`config.mk`:
```
export PLATFORM = sky130hd
export DESIGN_NAME = mem_access_arbiter
export DESIGN_NICKNAME = d
export VERILOG_FILES = /design/src/rtl/mem_access_arbiter_pkg.sv /design/src/rtl/mem_access_arbiter_rr_arbiter.sv /design/src/rtl/mem_access_arbiter.sv
export SDC_FILE = /design/constraint.sdc
export NUM_CORES = 1
export LEC_CHECK = 0
export BUFFER_PORTS_ARGS = -buffer_cell sky130_fd_sc_hd__buf_2
export CORE_MARGIN = 4
export CORE_UTILIZATION = 30
export DETAILED_ROUTE_END_ITERATION = 8
export PLACE_DENSITY = 0.62
export REMOVE_ABC_BUFFERS = 1
export SETUP_SLACK_MARGIN = 0.15
export SYNTH_ARGS = -nofsm -noshare
export SYNTH_HDL_FRONTEND = slang
export SYNTH_SLANG_ARGS = --single-unit
```
`constraint.sdc`:
```
create_clock -name clk -period 6.3 [get_ports clk]
set_clock_uncertainty 0.1 [all_clocks]
set_input_delay 0.315 -clock clk [delete_from_list [all_inputs] [get_ports clk]]
set_output_delay 0.315 -clock clk [all_outputs]
set_load 0.05 [all_outputs]
```
`src/rtl/mem_access_arbiter_pkg.sv`:
```
// Shared types for the memory access arbiter.
//   DataWidth_t : per-access width code carried through to the bank
//   ClientId_t  : client index, sized for the largest supported client count (8)
//   MemReq_t    : one client request {write, addr, data, width}
//   InFlight_t  : one in-flight read tracker entry {valid, client id}
package mem_access_arbiter_pkg;

   localparam int unsigned MAX_CLIENTS = 8;
   localparam int unsigned CLIENT_ID_W = $clog2(MAX_CLIENTS);
   localparam int unsigned MEM_ADDR_W  = 16;
   localparam int unsigned MEM_DATA_W  = 32;

   typedef enum logic [1:0] {
      DW_BYTE  = 2'd0,
      DW_HALF  = 2'd1,
      DW_WORD  = 2'd2,
      DW_DWORD = 2'd3
   } DataWidth_t;

   localparam int unsigned DW_BITS = $bits(DataWidth_t);

   typedef logic [CLIENT_ID_W-1:0] ClientId_t;

   typedef struct packed {
      logic                  write;
      logic [MEM_ADDR_W-1:0] addr;
      logic [MEM_DATA_W-1:0] data;
      DataWidth_t            width;
   } MemReq_t;

   typedef struct packed {
      logic      valid;
      ClientId_t id;
   } InFlight_t;

endpackage

```
`src/rtl/mem_access_arbiter_rr_arbiter.sv`:
```
// Combinational round-robin arbiter: searches the request vector starting at
// the pointer and grants the first requester found.
//   req         : per-client request
//   ptr         : current round-robin pointer (client searched first)
//   grant       : one-hot grant (all zero when nothing requested)
//   grant_valid : any grant this cycle
//   grant_id    : index of the granted client
//   next_ptr    : pointer value following this grant (ptr when no grant)
module rr_arbiter
   import mem_access_arbiter_pkg::*;
#(
   parameter int unsigned NUM_CLIENTS = 4
) (
   input  logic [NUM_CLIENTS-1:0] req,
   input  ClientId_t              ptr,
   output logic [NUM_CLIENTS-1:0] grant,
   output logic                   grant_valid,
   output ClientId_t              grant_id,
   output ClientId_t              next_ptr
);

   logic [NUM_CLIENTS-1:0]   req_rot;
   logic [NUM_CLIENTS-1:0]   gnt_rot;
   logic [2*NUM_CLIENTS-1:0] gnt_dbl;
   logic                     found;

   // Rotate requests so bit 0 is the pointer's client, pick lowest set bit,
   // then rotate the one-hot grant back into client order.
   always_comb begin
      req_rot     = '0;
      gnt_rot     = '0;
      gnt_dbl     = '0;
      found       = 1'b0;
      grant       = '0;
      grant_valid = 1'b0;
      grant_id    = '0;
      next_ptr    = ptr;

      req_rot = NUM_CLIENTS'({req, req} >> ptr);

      for (int unsigned i = 0; i < NUM_CLIENTS; i++) begin
         if (!found && req_rot[i]) begin
            found      = 1'b1;
            gnt_rot[i] = 1'b1;
            grant_id   = ClientId_t'((32'(ptr) + i) % NUM_CLIENTS);
            next_ptr   = ClientId_t'((32'(ptr) + i + 1) % NUM_CLIENTS);
         end
      end

      gnt_dbl     = {{NUM_CLIENTS{1'b0}}, gnt_rot} << ptr;
      grant       = gnt_dbl[NUM_CLIENTS-1:0] | gnt_dbl[2*NUM_CLIENTS-1:NUM_CLIENTS];
      grant_valid = found;
   end

endmodule

```
`src/rtl/mem_access_arbiter.sv`:
```
// Round-robin arbiter in front of a single memory bank. Grants at most one
// client request per cycle, issues it to the bank one cycle later, and routes
// read data back to the requesting client READ_LATENCY cycles after issue.
//   clk, rst_n        : clock, synchronous active-low reset
//   req_*             : per-client request channel (valid/ready handshake)
//   rsp_valid/data    : one-hot read response, data shared by all clients
//   mem_wr_*          : bank write access signals
//   mem_rd_*          : bank read access signals, mem_rd_data from the bank
// Optional: define MEM_ARB_STATS_EN to add stats_clr and per-client
// saturating 16-bit stall counters (stall_cnt).
module mem_access_arbiter
   import mem_access_arbiter_pkg::*;
#(
   parameter int unsigned NUM_CLIENTS  = 4,
   parameter int unsigned ADDR_W       = MEM_ADDR_W,
   parameter int unsigned DATA_W       = MEM_DATA_W,
   parameter int unsigned READ_LATENCY = 2
) (
   input  logic                          clk,
   input  logic                          rst_n,
   input  logic [NUM_CLIENTS-1:0]        req_valid,
   input  logic [NUM_CLIENTS-1:0]        req_write,
   input  logic [NUM_CLIENTS*ADDR_W-1:0] req_addr,
   input  logic [NUM_CLIENTS*DATA_W-1:0] req_data,
   input  logic [NUM_CLIENTS*DW_BITS-1:0] req_width,
   output logic [NUM_CLIENTS-1:0]        req_ready,
   output logic [NUM_CLIENTS-1:0]        rsp_valid,
   output logic [DATA_W-1:0]             rsp_data,
   output logic                          mem_wr_en,
   output logic                          mem_wr_chip_en,
   output logic [ADDR_W-1:0]             mem_wr_addr,
   output logic [DATA_W-1:0]             mem_wr_data,
   output logic [DW_BITS-1:0]            mem_wr_width,
   output logic                          mem_rd_en,
   output logic [ADDR_W-1:0]             mem_rd_addr,
   output logic [DW_BITS-1:0]            mem_rd_width,
   input  logic [DATA_W-1:0]             mem_rd_data
`ifdef MEM_ARB_STATS_EN
   ,
   input  logic                          stats_clr,
   output logic [NUM_CLIENTS*16-1:0]     stall_cnt
`endif
);

   logic [NUM_CLIENTS-1:0] arb_req;
   logic [NUM_CLIENTS-1:0] grant;
   logic                   grant_valid;
   ClientId_t              grant_id;
   ClientId_t              rr_ptr_q;
   ClientId_t              rr_ptr_nxt;
   MemReq_t                sel_req;
   InFlight_t              pipe_q [READ_LATENCY];
   InFlight_t              pipe_tail;
   logic [NUM_CLIENTS-1:0] rsp_dec;

   // No grants while reset is asserted, so no request is consumed and lost.
   assign arb_req = rst_n ? req_valid : '0;

   rr_arbiter #(
      .NUM_CLIENTS (NUM_CLIENTS)
   ) u_rr_arbiter (
      .req         (arb_req),
      .ptr         (rr_ptr_q),
      .grant       (grant),
      .grant_valid (grant_valid),
      .grant_id    (grant_id),
      .next_ptr    (rr_ptr_nxt)
   );

   assign req_ready = grant;

   // Read data is a straight passthrough; only rsp_valid qualifies it.
   assign rsp_data = mem_rd_data;

   // Mux out the granted client's request fields.
   always_comb begin
      sel_req = '0;
      for (int unsigned k = 0; k < NUM_CLIENTS; k++) begin
         if (grant[k]) begin
            sel_req.write = req_write[k];
            sel_req.addr  = MEM_ADDR_W'(req_addr[k*ADDR_W +: ADDR_W]);
            sel_req.data  = MEM_DATA_W'(req_data[k*DATA_W +: DATA_W]);
            sel_req.width = DataWidth_t'(req_width[k*DW_BITS +: DW_BITS]);
         end
      end
   end

   // Issue registers: enables pulse for one cycle; addr/data/width hold when idle.
   always_ff @(posedge clk) begin
      if (!rst_n) begin
         rr_ptr_q       <= '0;
         mem_wr_en      <= 1'b0;
         mem_wr_chip_en <= 1'b0;
         mem_wr_addr    <= '0;
         mem_wr_data    <= '0;
         mem_wr_width   <= '0;
         mem_rd_en      <= 1'b0;
         mem_rd_addr    <= '0;
         mem_rd_width   <= '0;
      end else begin
         rr_ptr_q       <= rr_ptr_nxt;
         mem_wr_en      <= grant_valid & sel_req.write;
         mem_wr_chip_en <= grant_valid & sel_req.write;
         mem_rd_en      <= grant_valid & ~sel_req.write;
         if (grant_valid && sel_req.write) begin
            mem_wr_addr  <= ADDR_W'(sel_req.addr);
            mem_wr_data  <= DATA_W'(sel_req.data);
            mem_wr_width <= DW_BITS'(sel_req.width);
         end
         if (grant_valid && !sel_req.write) begin
            mem_rd_addr  <= ADDR_W'(sel_req.addr);
            mem_rd_width <= DW_BITS'(sel_req.width);
         end
      end
   end

   // Decode the oldest in-flight entry into a one-hot response valid.
   always_comb begin
      pipe_tail = pipe_q[READ_LATENCY-1];
      rsp_dec   = '0;
      for (int unsigned k = 0; k < NUM_CLIENTS; k++) begin
         rsp_dec[k] = pipe_tail.valid && (pipe_tail.id == ClientId_t'(k));
      end
   end

   // In-flight read tracker: stage 0 lines up with mem_rd_en, and the final
   // registered rsp_valid lines up with the bank's read data.
   always_ff @(posedge clk) begin
      if (!rst_n) begin
         for (int unsigned i = 0; i < READ_LATENCY; i++) begin
            pipe_q[i] <= '0;
         end
         rsp_valid <= '0;
      end else begin
         pipe_q[0].valid <= grant_valid & ~sel_req.write;
         pipe_q[0].id    <= grant_id;
         for (int unsigned i = 1; i < READ_LATENCY; i++) begin
            pipe_q[i] <= pipe_q[i-1];
         end
         rsp_valid <= rsp_dec;
      end
   end

`ifdef MEM_ARB_STATS_EN
   localparam int unsigned CNT_W = 16;

   // Per-client stall counters; clear has priority, saturate at all ones.
   always_ff @(posedge clk) begin
      if (!rst_n) begin
         stall_cnt <= '0;
      end else begin
         for (int unsigned k = 0; k < NUM_CLIENTS; k++) begin
            if (stats_clr) begin
               stall_cnt[k*CNT_W +: CNT_W] <= '0;
            end else if (req_valid[k] && !grant[k] &&
                         (stall_cnt[k*CNT_W +: CNT_W] != {CNT_W{1'b1}})) begin
               stall_cnt[k*CNT_W +: CNT_W] <= stall_cnt[k*CNT_W +: CNT_W] + CNT_W'(1);
            end
         end
      end
   end
`endif

endmodule

```
==> results by group <==
GRT
  • Global-route wire length before repair: 30700 µm
  • Vias in the first global route: roughly 5600
  • Largest net degree at the start of global routing: 96
  • Total GRT Usage: 0.198
  • Gr ovfl total: 0
  • Initial antenna violation count: 0

Clocking
  • Clock transition at path regs: approximately 0.060 ns
  • CTS resizes: 0
  • Longest Clk Path Bufs: 2
  • Worst-Skew Late Latency: 0.32 ns
  • Setup Fix Bufs, Post-CTS: 0
  • Num CTS Buffers: 9
  • Htree depth: 3
  • Root buf cell: clkbuf_16
  • # hold bufs at CTS: 0
  • CTS sink count: 81
  • CTS tree: done

Die
  • Starting Density: 0.307
  • IO Count: 353
  • Die height: 138 µm
  • Rows: 47
  • Die W: 138 µm
  • Die Area: 0.0191 mm²
  • Core Box Area: roughly 0.017 mm²

Finish
  • Most frequent cells in the layout: buf_2 (287), nand2_1 (104), dfxtp_1 (81)
  • Final #Nets: 1067
  • P&R area growth vs syn: 30.6%
  • Antenna cell count: 0
  • Most common cell after layout, fill and taps aside: buf_2
  • Fin cells: 1049
  • Layout cell share with drive strength beyond 1: 0.410

Logic synthesis
  • Post-synth EDFFs: 0
  • Main synth FF type: dfxtp_1
  • Mean Syn Cell Area: 8.17 µm²
  • Post-Syn Instances: 623
  • Syn. warnings: 0
  • Yosys reg bits: slightly above 80
  • Synth Cell Area: 0.00509 mm²
  • Post-synthesis sequential area ratio: 0.319
  • Top post-synthesis cells by area: dfxtp_1 (32%), nand2_1 (7.7%), a22o_1 (7.4%), o211a_1 (6.3%), o221ai_1 (5.9%)
  • Ys async rst share: 0
  • Post-synth cell types: 43
  • Most area-hungry cell type in the Yosys netlist: dfxtp_1
  • Post-synth top area share: 0.319

Pwr
  • PwrDens: approximately 250 mW/mm²
  • VDD IR max: 0.000113 V
  • Leak: 0.00335 µW
  • Total power draw: 1690 µW

STA
  • Fin. max-slew vios: 0
  • Worst setup margin: ~2.0 ns
  • Max-slew headroom: 0.190
  • Worst hold slack: slightly below 0.2 ns
  • Fin crit share: 0.690
  • TNS Setup: 0 ns
  • Final setup vio count: 0
  • Final Hold Viols: 0
  • RSZ-0062 raised after global routing: false
  • Worst Tran Pin Value: about 1.2 ns
  • Post-layout minimum cycle time: 4.34 ns
  • Max Fclk: 0.230 GHz

Worst setup path
  • CP Data Arrival Time: 4.49 ns
  • Crit start category: flip-flop
  • Worst r2r path cells: 8
  • CP most frequent cell: buf_4
  • CP Data Required Time: between 6 and 7 ns
  • CP endpoint kind: flip-flop
  • Crit path largest cell delay: between 1 and 1.5 ns
  • WS Path Type: reg2reg
  • Slowest-stage cell, CP: and2_2
  • R2R Path End: mem_wr_addr[8]$_SDFFE_PN0P_
  • Max Fanout on Critical Path: 51
  • Worst reg2reg setup slack: 1.96 ns
  • Worst flop-to-flop path startpoint: rr_ptr_q[0]$_SDFFE_PN0P_
  • Critical path cell sequence: nor4bb_1, and4_1, buf_4, o21bai_2, a311o_2, buf_4, and2_2, mux2i_1

Placed design
  • IO buf count: 288
  • Setup WS pre-CTS: 1.99 ns
  • Inst Count DP: about 1000
  • Hpwl dp: between 10000 and 15000 µm
  • Gp weighted congestion: around 0.90

Hold path
  • Hold Path Cell Cnt: 2
  • Worst Hold End: mem_wr_data[3]$_SDFFE_PN0P_
  • Min-Delay Startpoint: rst_n
  • HP Class: in2reg

Drt
  • Vias per cell: 5.43
  • Total wire length: 20300 µm
  • Vias: 5701
  • Antenna Violating Nets Remaining: 0
  • Number of DRC markers after the initial detailed-route iteration: 294
  • DRT Pass-1 Iters: 6
  • Routed WL per cell: 19.4 µm
  • DRC errors left: 0

Run
  • Max Cap Viol: 0

Outcome
  • Status: finished, final reports clean
[report_power, final]
part	switching, µW	internal [µW]
Clock	203	305
Combinational	392	190
Sequential	31.4	564
Total	626	1060
[cell families after synthesis]
kind of cell,Yosys count,share of synthesized area
flops,81,0.319
simple gates,169,0.158
compound gates,231,0.350
buf+inv,113,0.113
mux,29,0.0590
[state kept, by name (all words and copies together) (netlist names)]
| name | flops |
|---|---|
| mem_rd_width | 2 |
| rsp_valid | 4 |
| mem_wr_chip_en | 1 |
| mem_wr_data | 32 |
| mem_wr_width | 2 |
| rr_ptr_q | 2 |
| mem_rd_addr | 16 |
| mem_wr_addr | 16 |
| pipe_q | 6 |
[synth_stat cells, drive strengths merged, types with 10 or more instances]
| cell | number |
|---|---|
| a21oi | 24 |
| a22o | 43 |
| and2 | 15 |
| buf | 50 |
| clkbuf | 55 |
| dfxtp | 81 |
| mux2i | 21 |
| nand2 | 104 |
| nand4 | 32 |
| o211a | 32 |
| o21ai | 56 |
| o221a | 10 |
| o221ai | 34 |
[worst max-delay path by stage]
stage	from	to	slack (ns)	cells after the start
6_report	rr_ptr_q[0]$_SDFFE_PN0P_	mem_wr_addr[8]$_SDFFE_PN0P_	1.96	8
5_1_grt	rr_ptr_q[0]$_SDFFE_PN0P_	mem_wr_addr[8]$_SDFFE_PN0P_	1.69	8
4_1_cts	rr_ptr_q[0]$_SDFFE_PN0P_	mem_wr_addr[8]$_SDFFE_PN0P_	1.98	8
3_5_place_dp	rr_ptr_q[0]$_SDFFE_PN0P_	mem_wr_addr[8]$_SDFFE_PN0P_	1.99	8
3_3_place_gp	rr_ptr_q[0]$_SDFFE_PN0P_	mem_wr_addr[6]$_SDFFE_PN0P_	2.05	8
2_1_floorplan	rr_ptr_q[1]$_SDFFE_PN0P_	mem_wr_addr[0]$_SDFFE_PN0P_	-0.29	7
[per-stage QoR]
stage | area [µm²] | util
after floorplan | 4540 | -
after global placement | 6360 | 0.383
after detailed placement | 6360 | 0.383
after CTS | 6640 | 0.401
after global routing | 6640 | 0.401
final | 6640 | 0.401
[critical path: cells and delay by family, from the launching register on]
family,cells,cell delay (ns)
buf+inv,2,0.77
mux,1,0.27
compound gates,2,0.80
flops,1,0.59
simple gates,3,1.70
[cell type report]
| class | count | area, µm² |
|---|---|---|
| Timing Repair Buffer | 296 | 1500 |
| Multi-Input combinational cell | 429 | 2930 |
| Sequential cell | 81 | 1620 |
| Clock buffer | 10 | 229 |
| Tap cell | 220 | 275 |
| Clock inverter | 5 | 57.6 |
| Inverter | 8 | 30.0 |
| Fill cell | 1783 | 9940 |
[layer usage]
metal | up-vias | share of wire | track usage
met3 | 34 | 0.12 | 0.0943
met1 | 2618 | 0.41 | 0.239
met5 | - | 0 | 0
met4 | 0 | 0.030 | 0.0775
li1 | 2717 | - | -
met2 | 332 | 0.45 | 0.306
Power figures use the tool's default switching activity.
